===== src/rtl/os_pkg.sv =====
// os_pkg: shared widths, the ceil-log2 helper and state encodings for os_discard
package os_pkg;
  localparam int PART_N      = 16;
  localparam int IFFT_W      = 12;
  localparam int FX_NARROW_W = 9;
  function automatic int clog2(input int v);
    int r = 0;
    while ((1 << r) < v) r++;
    return r;
  endfunction
  typedef enum logic [1:0] {S_IDLE, S_CAPTURE, S_DRAIN} state_t;
endpackage


===== src/rtl/fx_round_sat.sv =====
// fx_round_sat: round-half-up by SHIFT then saturate x (WI signed) to y (WO signed)
module fx_round_sat #(
  parameter int WI    = 12,
  parameter int WO    = 9,
  parameter int SHIFT = 3
) (
  input  logic signed [WI-1:0] x,
  output logic signed [WO-1:0] y
);
  localparam logic signed [WI:0] MAXV = (WI+1)'((1 << (WO-1)) - 1);
  localparam logic signed [WI:0] MINV = (WI+1)'(-(1 << (WO-1)));
  logic signed [WI:0] t, s;
  assign t = {x[WI-1], x} + (WI+1)'(1 << (SHIFT-1));
  assign s = t >>> SHIFT;
  assign y = s > MAXV ? MAXV[WO-1:0] : s < MINV ? MINV[WO-1:0] : s[WO-1:0];
endmodule


===== src/rtl/os_discard.sv =====
// os_discard: keep last N of each 2N IFFT frame, round/saturate, stream out under valid/ready
module os_discard
  import os_pkg::*;
#(
  parameter int N     = PART_N,
  parameter int WI    = IFFT_W,
  parameter int WO    = FX_NARROW_W,
  parameter int SHIFT = 3
) (
  input  logic                 i_clk,
  input  logic                 i_rst,
  input  logic                 i_ifft_start,
  input  logic                 i_ifft_valid,
  input  logic signed [WI-1:0] i_yI,
  input  logic signed [WI-1:0] i_yQ,
  output logic                 o_in_ready,
  output logic                 o_valid,
  input  logic                 i_ready,
  output logic signed [WO-1:0] o_yI,
  output logic signed [WO-1:0] o_yQ,
  output logic                 o_frame_err
);
  localparam int CW = clog2(2*N);
  localparam int DW = clog2(N);
  state_t state, state_n;
  logic [CW-1:0] cap_idx;
  logic [DW-1:0] drn_idx;
  logic [WO-1:0] mem_i [N];
  logic [WO-1:0] mem_q [N];
  logic signed [WO-1:0] r_i, r_q;
  logic cap_v, last_cap, last_drn, fire;
  fx_round_sat #(.WI(WI), .WO(WO), .SHIFT(SHIFT)) u_ri (.x(i_yI), .y(r_i));
  fx_round_sat #(.WI(WI), .WO(WO), .SHIFT(SHIFT)) u_rq (.x(i_yQ), .y(r_q));
  assign cap_v      = state == S_CAPTURE && i_ifft_valid && !i_ifft_start;
  assign last_cap   = cap_idx == CW'(2*N-1);
  assign last_drn   = drn_idx == DW'(N-1);
  assign o_valid    = state == S_DRAIN;
  assign o_in_ready = state != S_DRAIN;
  assign fire       = o_valid && i_ready;
  assign o_yI       = o_valid ? mem_i[drn_idx] : '0;
  assign o_yQ       = o_valid ? mem_q[drn_idx] : '0;
  always_comb begin
    state_n = state;
    state_n = state == S_IDLE    ? (i_ifft_start ? S_CAPTURE : S_IDLE) :
              state == S_CAPTURE ? (cap_v && last_cap ? S_DRAIN : S_CAPTURE) :
                                   (fire && last_drn ? S_IDLE : S_DRAIN);
  end
  always_ff @(posedge i_clk) begin
    if (i_rst) begin
      state       <= S_IDLE;
      cap_idx     <= '0;
      drn_idx     <= '0;
      o_frame_err <= 1'b0;
    end else begin
      state       <= state_n;
      o_frame_err <= i_ifft_start && state != S_IDLE;
      cap_idx     <= i_ifft_start ? '0 : cap_v ? (last_cap ? '0 : cap_idx + 1'b1) : cap_idx;
      drn_idx     <= fire ? (last_drn ? '0 : drn_idx + 1'b1) : drn_idx;
    end
  end
  always_ff @(posedge i_clk) begin
    if (cap_v && cap_idx >= CW'(N)) begin
      mem_i[DW'(cap_idx - CW'(N))] <= r_i;
      mem_q[DW'(cap_idx - CW'(N))] <= r_q;
    end
  end
endmodule


===== config.mk =====
export PLATFORM = sky130hd
export DESIGN_NAME = os_discard
export DESIGN_NICKNAME = d
export VERILOG_FILES = /design/src/rtl/os_pkg.sv /design/src/rtl/fx_round_sat.sv /design/src/rtl/os_discard.sv
export SDC_FILE = /design/constraint.sdc
export NUM_CORES = 1
export LEC_CHECK = 0
export ABC_CLOCK_PERIOD_IN_PS = 5600
export BUFFER_PORTS_ARGS = -buffer_cell sky130_fd_sc_hd__buf_2
export CELL_PAD_IN_SITES_DETAIL_PLACEMENT = 0
export CELL_PAD_IN_SITES_GLOBAL_PLACEMENT = 1
export CORE_ASPECT_RATIO = 0.5
export CORE_UTILIZATION = 57
export DETAILED_ROUTE_END_ITERATION = 8
export HOLD_SLACK_MARGIN = 0.02
export PLACE_DENSITY = 0.82
export SETUP_SLACK_MARGIN = 0.02
export SLEW_MARGIN = 20
export SYNTH_ARGS = -nofsm -noshare
export SYNTH_HDL_FRONTEND = slang
export SYNTH_SLANG_ARGS = --single-unit

===== constraint.sdc =====
create_clock -name i_clk -period 5.6 [get_ports i_clk]
set_input_delay 0.84 -clock i_clk [delete_from_list [all_inputs] [get_ports i_clk]]
set_output_delay 0.84 -clock i_clk [all_outputs]
set_load 0.02 [all_outputs]

**Word-level counts from Yosys, hierarchy flattened**

Memory sizes are Yosys's and may differ from the RTL's. A register that Yosys moved wholly into a read port is not among the register bits.
Cells that the tools add are included.

- Flip-flop bits (word level): 12
- Latch bits: 0
- Bits in writable memories: 288
- ROM bits: 0
- Input bits: 29
- Output and inout bits: 21
- Word-level logic and storage cells: 51
- Memories kept: 2

- Add/subtract/negate cells: 5
- Multiply operators: 0
- Div/mod/pow operators: 0
- $lt $le $gt $ge: 5
- Equal/unequal tests: 5
- Shift-type cells: 0
- Muxes and demuxes: 19
- Bitwise operators: 0
- Reduce and logical (&&, ||, !) cells: 11

Memories:

| name | words | bits a word | rd ports | clocked after Yosys merged registers in | write ports | line | RTL |
|---|---|---|---|---|---|---|---|
| mem_i | 16 | 9 | 1 | 1 | 1 | os_discard.sv:28 | `logic [WO-1:0] mem_i [N];` |
| mem_q | 16 | 9 | 1 | 1 | 1 | os_discard.sv:29 | `logic [WO-1:0] mem_q [N];` |

Operators by type and width:

| kind | number |
|---|---|
| $mux W9 | 6 |
| $add A12 B4 Y13 const B | 2 |
| $gt A10 B9 Y1 const B | 2 |
| $lt A10 B9 Y1 const B | 2 |
| $mux W4 | 5 |
| $mux W2 | 4 |
| $logic_and A1 B1 Y1 | 7 |
| $add A5 B1 Y5 const B | 1 |
| $eq A5 B5 Y1 const B | 1 |
| $ge A5 B5 Y1 const B | 1 |
| $mux W5 | 1 |
| $add A4 B1 Y4 const B | 1 |
| $eq A4 B4 Y1 const B | 1 |
| $sub A4 B1 Y4 const B | 1 |
| $mux W1 | 3 |
| $eq A2 B1 Y1 const B | 1 |
| $eq A2 B2 Y1 const B | 1 |
| $logic_not A2 Y1 | 1 |
| $ne A2 B2 Y1 const B | 1 |
| $reduce_bool A2 Y1 | 1 |
| $reduce_or A2 Y1 | 1 |
| $logic_not A1 Y1 | 1 |

**Logic depth before layout (Yosys ltp)**

- Depth after elaboration: 7
- Gate-level depth with buffers: 8
- Depth with buffers taken out: 6

**Cells and area by module**

From an unflattened synthesis, not the netlist that was laid out.

- Cells, all modules: 786
- Area, all modules: 12,622.1 um2

Modules (own cells, without submodules):

| module | instances | cells an instance | area each (um2) | seq. area each (um2) |
|---|---|---|---|---|
| os_discard | 1 | 686 | 11,946.5 | 8,968.6 |
| fx_round_sat | 2 | 50 | 337.8 | 0.0 |

**Worst setup path before layout**

Ideal clock, no wire load.

- Path type: input -> register
- Start: in i_ifft_start
- End: mem mem_i[0][0], enable pin
- Arrival time: 2.724 ns
- Required time: 5.184 ns
- Setup slack: 2.461 ns
- Stages on the path: 5
- Path buffers: 1
- Path through: nand4bb_1 > buf_2 > nor2_1 > nand2_1 > nor3_1

- Cells in the longest elaborated chain, start to end: 5

RTL lines:

| element | line | RTL |
|---|---|---|
| start, declared | os_discard.sv:12 | `input logic i_ifft_start,` |
| $logic_not A1 Y1 | os_discard.sv:34 | `assign cap_v = state == S_CAPTURE && i_ifft_valid && !i_ifft_start;` |
| $logic_and A1 B1 Y1 | os_discard.sv:34 |  |
| $logic_and A1 B1 Y1 | os_discard.sv:62 | `if (cap_v && cap_idx >= CW'(N)) begin` |
| $mux W1 | os_discard.sv:62 |  |
| $mux W1 (implied by the code) | os_discard.sv:63 | `mem_i[DW'(cap_idx - CW'(N))] <= r_i;` |
| end, declared | os_discard.sv:28 |  |

No other way between the ends.

==> flow_summary.yaml <==
routing:
  drtPass1Iterations: 5
  via_per_inst: 6.19
  drt_iter0_drc: 702
  wl_per_cell_um: 24.6
  vias: 6944
  postRouteAntennaNets: 0
  drc: 0
  wl_mm: 27.6
final_layout:
  layout_commonest_cell: "edfxtp_1"
  nets: 850
  layout_common_cells: "edfxtp_1 (288), mux2i_1 (111), a22oi_1 (54)"
  drive_gt1_frac: 0.184
  final_cell_area_sq_um: 13900
  instances_no_fill: 1122
  syn_to_final_growth_pct: 12.3
  antenna_cells: 0
synth:
  seq_area_frac_synth: 0.724
  syn_area_sq_um: 12400
  synth_fp_nets: 786
  synth.avg_cell_area_sq_um: 16.5
  synth_warnings: 0
  synth_seq_cells: 304
  async_reset_ff_frac: 0
  synth_edf_count: 288
  synthCells: 749
  yosysUniqueCellTypes: 44
  ys.flop_type: "edfxtp_1"
setup_path:
  critPathMaxStageDelay_ns: 0.88
  critPathArrivalTime_ns: 3.22
  r2r_end: "mem_i[1][3]$_DFFE_PP_"
  critPathCaptureType: "primary output"
  cpMaxStageDelayCell: "dfxtp_1"
  r2r_start: "state[1]$_SDFF_PP0_"
  cp_max_fo: 24
  r2r_cells: 5
  cp-start-kind: "flip-flop"
  crit_chain: "nor2b_2, buf_4, a22oi_1, o211ai_1, nand2_1, buf_2"
  rrSetupSlack_ns: 2.78
  crit_type: "flip-flop to primary output"
  cp.required_ns: 4.76
timing:
  setup-violations-final: 0
  postLayoutSetupSlackWorst_ns: 1.54
  rsz0062_at_grt: "false"
  max_freq_mhz: 246
  final_hold_viol_count: 0
  fin_crit_sh: 0.725
  max_slew.worst_pin.slew_ns: 1.15
  setup-tns-final_ns: 0
  slew_violations: 0
  fin_skew_ns: 0.0239
  period_minus_slack_ns: 4.06
  max-slew-margin-rel: 0.234
grt:
  grt_pass1_wl_mm: 40.6
  antenna_found_initial: 1
  grt_overflow: 0
  grt_use_total: 0.253
  grt_pass1_vias: 6698
  grt_max_degree: 54
die:
  fp.dieW_um: 210
  num_rows: 37
  die_h_um: 106
  core_sq_um: 20900
  initial_core_util: 0.592
  io-pin-count: 50
  dieArea_sq_um: 22400
power:
  pwr-share-comb: 0.022
  power_density_nw_per_um2: 313
  ir_worst_vdd_uv: 184
  sw_frac_of_total: 0.192
  leakagePower_nw: 4.34
  cell_internal_pwr_mw: 3.52
  clkPwrFrac: 0.404
  seqPwrFrac: 0.573
  finalPower_mw: 4.36
  power_switching_mw: 0.836
cts:
  holdBufCountCts: 0
  post-cts-setup-buffers: 0
  cts_made_buffers: 25
  cts_max_path_buffers: 3
  ctsResizeCount: 0
  clk_latency_ns: 0.53
  cts-root-buf: "clkbuf_16"
  cts_sinks: 304
  tritoncts: "yes"
  htreeDepth: 1
  cts.clk_slew.worst_paths_ns: 0.06
placed_design:
  io_buffers: 45
  dpl_worst_slack_ns: 1.94
  post-place-cells: 1078
  gp_congestion: 0.777
  placed_area_sq_um: 13100
  hpwl_mm: 16.0
min_path:
  hp-class: "flip-flop to flip-flop"
  holdPathStages: 2
  min_from: "drn_idx[3]$_SDFFE_PP0P_"
flow_run:
  drv_cap: 0
outcome:
  status: "finished, final reports clean"
## logic make-up after synthesis
| group | Yosys count | synth area share |
|---|---|---|
| flops | 304 | 0.724 |
| simple gates | 148 | 0.0612 |
| mux | 130 | 0.123 |
| compound gates | 105 | 0.0579 |
| buf+inv | 46 | 0.0199 |
| xor+xnor | 8 | 0.00566 |
| fa+ha+maj | 8 | 0.00808 |
## state kept, by name, indices dropped and copies added (netlist names), named ones only
| signal | count |
|---|---|
| cap_idx | 5 |
| drn_idx | 4 |
| mem_i | 144 |
| mem_q | 144 |
| o_frame_err | 1 |
| state | 2 |
## through the flow
stage	utilization	hold slack, ns
2_1_floorplan	-	0.472
3_3_place_gp	0.625	0.482
3_5_place_dp	0.625	0.503
4_1_cts	0.664	0.512
5_1_grt	0.665	0.539
6_report	0.665	0.512
## power by group through the flow
stage | logic (mW) | registers (mW) | clock network (mW)
final | 0.0969 | 2.50 | 1.76
after global routing | 0.106 | 2.50 | 1.86
after CTS | 0.0953 | 2.50 | 1.78
after detailed placement | 0.0951 | 2.55 | 0
after global placement | 0.0904 | 2.55 | 0
after floorplan | 0.0436 | 2.55 | 0
## worst max-delay path, delay by kind of cell (launching register included)
family | cells | cell delay (ns)
buf+inv | 2 | 0.65
simple gates | 2 | 0.87
compound gates | 2 | 0.30
flops | 1 | 0.88
## metal layers
metal | global-route usage | routed length [um]
met2 | 0.377 | 12000
met3 | 0.0496 | 2790
met4 | 0.0595 | 517
met1 | 0.389 | 12300
met5 | 0 | 0
## cells in the mapped netlist (all sizes together), types with 5 or more instances
cell	number	area share
nand3	38	0.015
nor2	26	0.0079
mux2i	112	0.091
o21ai	17	0.0069
mux4	18	0.033
nand2	31	0.0094
xor2	5	0.0035
ha	8	0.0081
a21oi	12	0.0048
a22oi	54	0.033
nand2b	11	0.0056
nor3	10	0.0040
inv	8	0.0024
edfxtp	288	0.70
o211ai	10	0.0061
nand4	7	0.0035
clkbuf	16	0.0048
dfxtp	16	0.026
buf	22	0.013
## how the worst max path moves through the flow
stage / startpoint / end / slack [ns] / cells after the start
after floorplan: i_ifft_start / mem_i[0][0]$_DFFE_PP_ / 2.46 / 5
after global placement: flip-flop / o_yI[8] / 2.10 / 6
after detailed placement: i_ifft_start / mem_q[0][5]$_DFFE_PP_ / 1.94 / 6
after CTS: flip-flop / o_yI[8] / 1.53 / 6
after global routing: flip-flop / o_yQ[4] / 1.39 / 6
final: flip-flop / o_yI[8] / 1.54 / 6
## final cells by class
cell class | count | area, sq um
repair buffers | 75 | 463
clock inverters | 10 | 126
flip-flops and latches | 304 | 8970
well taps | 292 | 365
fillers | 1451 | 7010
inverters | 8 | 30.0
multi-input cells | 399 | 3270
clock buffers | 34 | 689
Power figures use the tool's default switching activity.
